**src/rtl/mix_column_seq.sv**
```systemverilog
// Column-serial MixColumns / InvMixColumns over GF(2^W).
// Accepts a state and transforms one column per cycle in place, then holds the result until it is taken.
module mix_column_seq #(
    parameter int unsigned  W    = 4,
    parameter logic [W-1:0] POLY = 4'h3,
    parameter int unsigned  NC   = 4
) (
    input  logic              clk,
    input  logic              rst_n,
    input  logic              flush,
    input  logic              in_valid,
    output logic              in_ready,
    input  logic [4*NC*W-1:0] in_data,
    input  logic              in_inv,
    output logic              out_valid,
    input  logic              out_ready,
    output logic [4*NC*W-1:0] out_data
);

    localparam int unsigned     CW      = (NC > 1) ? $clog2(NC) : 1;
    localparam int unsigned     CB      = 4 * W;
    localparam logic [CW-1:0]   LastCol = CW'(NC - 1);

    typedef enum logic [1:0] {StIdle, StBusy, StDone} state_e;

    state_e              state_q, state_d;
    logic [CW-1:0]       cnt_q, cnt_d;
    logic [4*NC*W-1:0]   data_q, data_d;
    logic                mode_q, mode_d;
    logic [CB-1:0]       cur_col;
    logic [CB-1:0]       mixed_col;

    // Shift-and-add multiply; reduction folded in at every doubling step.
    function automatic logic [W-1:0] gf_mul(input logic [W-1:0] a, input logic [W-1:0] b);
        logic [W-1:0] p;
        logic [W-1:0] x;
        p = '0;
        x = a;
        for (int i = 0; i < int'(W); i++) begin
            if (b[i]) p = p ^ x;
            x = x[W-1] ? ((x << 1) ^ POLY) : (x << 1);
        end
        return p;
    endfunction

    function automatic logic [CB-1:0] mix_col(input logic [CB-1:0] col, input logic inv);
        logic [W-1:0]  coef [4];
        logic [W-1:0]  acc;
        logic [CB-1:0] res;
        if (inv) begin
            coef[0] = W'(4'hE);
            coef[1] = W'(4'hB);
            coef[2] = W'(4'hD);
            coef[3] = W'(4'h9);
        end else begin
            coef[0] = W'(4'h2);
            coef[1] = W'(4'h3);
            coef[2] = W'(4'h1);
            coef[3] = W'(4'h1);
        end
        res = '0;
        for (int r = 0; r < 4; r++) begin
            acc = '0;
            for (int k = 0; k < 4; k++) begin
                acc = acc ^ gf_mul(coef[(k - r) & 3], col[k*W +: W]);
            end
            res[r*W +: W] = acc;
        end
        return res;
    endfunction

    assign cur_col   = data_q[int'(cnt_q)*CB +: CB];
    assign mixed_col = mix_col(cur_col, mode_q);

    always_comb begin
        state_d = state_q;
        cnt_d   = cnt_q;
        data_d  = data_q;
        mode_d  = mode_q;
        if (flush) begin
            state_d = StIdle;
            cnt_d   = '0;
        end else begin
            unique case (state_q)
                StIdle: begin
                    if (in_valid) begin
                        data_d  = in_data;
                        mode_d  = in_inv;
                        cnt_d   = '0;
                        state_d = StBusy;
                    end
                end
                StBusy: begin
                    data_d[int'(cnt_q)*CB +: CB] = mixed_col;
                    if (cnt_q == LastCol) begin
                        cnt_d   = '0;
                        state_d = StDone;
                    end else begin
                        cnt_d = cnt_q + 1'b1;
                    end
                end
                StDone: begin
                    if (out_ready) state_d = StIdle;
                end
                default: state_d = StIdle;
            endcase
        end
    end

    always_ff @(posedge clk or negedge rst_n) begin
        if (!rst_n) begin
            state_q <= StIdle;
            cnt_q   <= '0;
            data_q  <= '0;
            mode_q  <= 1'b0;
        end else begin
            state_q <= state_d;
            cnt_q   <= cnt_d;
            data_q  <= data_d;
            mode_q  <= mode_d;
        end
    end

    assign in_ready  = (state_q == StIdle);
    assign out_valid = (state_q == StDone);
    assign out_data  = data_q;

endmodule
```
**config.mk**
```make
export PLATFORM = sky130hd
export DESIGN_NAME = mix_column_seq
export DESIGN_NICKNAME = d
export VERILOG_FILES = /design/src/rtl/mix_column_seq.sv
export SDC_FILE = /design/constraint.sdc
export NUM_CORES = 1
export LEC_CHECK = 0
export ABC_AREA = 1
export CAP_MARGIN = 20
export CORE_UTILIZATION = 45
export DETAILED_ROUTE_END_ITERATION = 8
export HOLD_SLACK_MARGIN = 0.06
export PLACE_DENSITY_LB_ADDON = 0.12
export SYNTH_ARGS = -nofsm -noshare
export SYNTH_HDL_FRONTEND = slang
export SYNTH_SLANG_ARGS = --single-unit
```
**constraint.sdc**
```tcl
create_clock -name clk -period 3.3 [get_ports clk]
set_input_delay 0.33 -clock clk [delete_from_list [all_inputs] [get_ports clk]]
set_output_delay 0.33 -clock clk [all_outputs]
set_load 0.005 [all_outputs]
```
==> results.cfg <==
[synth]
avgSynthCellArea_um2 = 6.178
synth_area_um2 = 6969
yosysUniqueCellTypes = 32
syn_nets = 1229
syn_inst = 1128
synth_seq_area_share_pct = 24.78
yosys_register_bits = 69
yosysWarningCount = 0

[final_layout]
stdcell_count = 1443
layout.nets = 1351
drive_above_1_share_pct = 9.482
area_growth_syn_to_layout_pct = 26.52
diodes = 0

[die]
ios = 136
coreArea_um2 = 15150
die_x_um = 126.4
die_y_um = 126.4
fp.dieArea_um2 = 15990
start_util_pct = 46.01
rows = 45

[global_routing]
grt_usage_pct = 32.61
grt_pass1_wl_um = 40230
grt_overflow = 0
antenna_found_initial = 0
grt_max_degree = 48
grt_pass1_vias = 7316

[timing]
tns_ns = 0
slew_headroom_pct = 25.75
fmax_mhz = 361.9
drv_slew = 0
hold_viol = 0
finClkSkew_ns = 0.009699
max_slew.worst_pin.slew_ns = 1.114
fin_crit_sh_pct = 83.73
rsz0062_at_grt = false
setup_viol = 0
worst_slack_ns = 0.5369
period_needed_ns = 2.763

[power_and_ir_drop]
powerDensity_nw_per_um2 = 784.0
ir_drop_mv = 0.3334
p_leak_nw = 4.662

[place]
gp_congestion = 0.9381
io_buffers = 135
dp_cells = 1426
dp_slack_ns = 0.5738
hpwl_um = 19670

[cts]
clkTransAtPathRegs_ns = 0.06
cts_tree = yes
cts_buffers = 9
clock-root-buffer = clkbuf_16
cts_resized = 0
clkSinkCount = 69
clockBufferDepth = 2
postCtsSetupBuffers = 0
htreeDepth = 3
insertion_delay_ns = 0.34

[setup_path]
cp-end-kind = flip-flop
r2r_start = cnt_q[0]
crit_arrival_ns = 3.03
worstPathMaxFanout = 18
cp.required_ns = 3.57
startpoint_type = flip-flop
crit_type = reg -> reg
crit_path_start = cnt_q[0]

[routing]
viasPerCell = 5.507
drcViolationCount = 0
ant_nets = 0
first_pass_iters = 8
wl_per_cell_um = 17.57
drt_iter0_markers = 751
vias = 7946
drt-total-wl_um = 25350

[flow_run]
cap_violations = 0

[run_status]
status = finished clean

[worst_hold_path]
min_path_type = in -> async
flip-flops by register name (all words and copies together) (netlist names):
signal	cells
mode_q	1
state_q	2
out_data	64
cnt_q	2
cells in the mapped netlist (all sizes together):
| cell type | instances | area (um2) |
|---|---|---|
| xor2 | 3 | 26.28 |
| nand4 | 33 | 206.5 |
| ha | 31 | 387.9 |
| a21oi | 73 | 365.4 |
| a22oi | 32 | 250.2 |
| inv | 158 | 593.1 |
| dfrtp | 69 | 1727 |
| nand2 | 455 | 1821 |
| a21boi | 24 | 180.2 |
| nor2 | 25 | 123.9 |
| nor4 | 2 | 18.77 |
| xnor2 | 2 | 17.52 |
| nand2b | 1 | 6.260 |
| o32ai | 1 | 8.760 |
| nor3 | 2 | 10.01 |
| clkbuf | 26 | 97.59 |
| buf | 19 | 145.1 |
| o21ai | 25 | 128.9 |
| nand3 | 137 | 780.8 |
| nand3b | 10 | 75.07 |
critical path, cell delays in order, from the launching register on:
cell and delay [ns]:
dfrtp_2 0.41, inv_2 0.18, buf_4 0.27, nand2_1 0.07, nand3_1 0.17, nand2_4 0.16, ha_1 0.31, nand2_1 0.06
o21ai_0 0.10, nand3b_1 0.20, nand2_1 0.08, nand2_1 0.04, nand2_1 0.27, nand4_1 0.19, a21boi_1 0.15
layer usage:
| metal | vias up | track usage [%] | share of wire (%) | wire length, um |
|---|---|---|---|---|
| li1 | 3889 | - | - | - |
| met1 | 3640 | 47.36 | 45 | 11500 |
| met2 | 360 | 48.72 | 43 | 10980 |
| met3 | 57 | 4.471 | 7.9 | 1997 |
| met4 | 0 | 12.90 | 3.4 | 873 |
| met5 | - | 0 | 0 | 0 |
logic make-up (layout without fill, tap and decap cells):
family	count (synthesis)	after routing	share of synthesized area, %
adders and majority gates	31	31	5.566
DFF	69	69	24.78
and+or+nand+nor	665	665	43.64
buffers and inverters	203	330	11.99
AOI/OAI and AO/OA	155	155	13.39
xor gates and xnor gates	5	5	0.6285
final timing paths:
path                                      to  slack [ns]  cells past startpoint
worst min-delay path            out_data[48]        0.55                      2
max in group asynchronous           cnt_q[0]        2.06                      3
min in group clk                  state_q[1]        0.55                      2
worst max register to register  out_data[62]        0.54                     14
worst max-delay path            out_data[62]        0.54                     14
worst min register to register   out_data[4]        0.56                      2
area by class of cell:
type	count	area, um2
Fill cell	1455	6329
Sequential cell	69	1728
Inverter	158	593.1
Tap cell	188	235.2
Clock inverter	5	60.06
Clock buffer	11	242.7
Timing Repair Buffer	156	1531
Multi-Input combinational cell	856	4427
per-stage QoR:
stage                     util, %  hold WS, ns  instance area, um2  total power [W]
after floorplan                 -      0.03441                6969         0.004171
after global placement      56.15       0.3793                8504         0.005794
after detailed placement    56.15       0.3932                8504         0.005835
after CTS                   58.22       0.5468                8817         0.006853
after global routing        58.22       0.5636                8817         0.007484
final                       58.22       0.5459                8817         0.006912
cells in the final DEF, fill, tap and decap left out, types with 3 or more instances in the layout:
master | Yosys | layout
a21boi_1 | 24 | 24
nand2_1 | 424 | 424
buf_4 | 0 | 18
nor2_2 | 6 | 6
o21ai_1 | 13 | 9
inv_1 | 143 | 143
nand3_1 | 118 | 118
a21oi_1 | 73 | 73
a22oi_1 | 30 | 30
inv_2 | 15 | 15
nand4_1 | 33 | 33
clkbuf_16 | 0 | 9
o21ai_2 | 1 | 5
nand3b_1 | 10 | 10
nand2_4 | 7 | 7
xor2_1 | 3 | 3
nor2_1 | 17 | 17
ha_1 | 31 | 31
clkdlybuf4s50_1 | 0 | 134
nand3_2 | 19 | 19
nand2_2 | 24 | 24
o21ai_0 | 11 | 11
dfrtp_1 | 69 | 68
power breakdown:
part	leakage, nW	switching (W)	internal [W]
Combinational	3.73	0.00298	0.00161
Sequential	0.783	0.000255	0.00106
Clock	0.146	0.000392	0.000607
Total	4.66	0.00363	0.00328
what timing repair did:
item,4_1_cts,5_1_grt
hold buffers,1,0
setup endpoints to repair,0,0
endpoints found under the hold margin,25,0
Power figures use the tool's default switching activity.
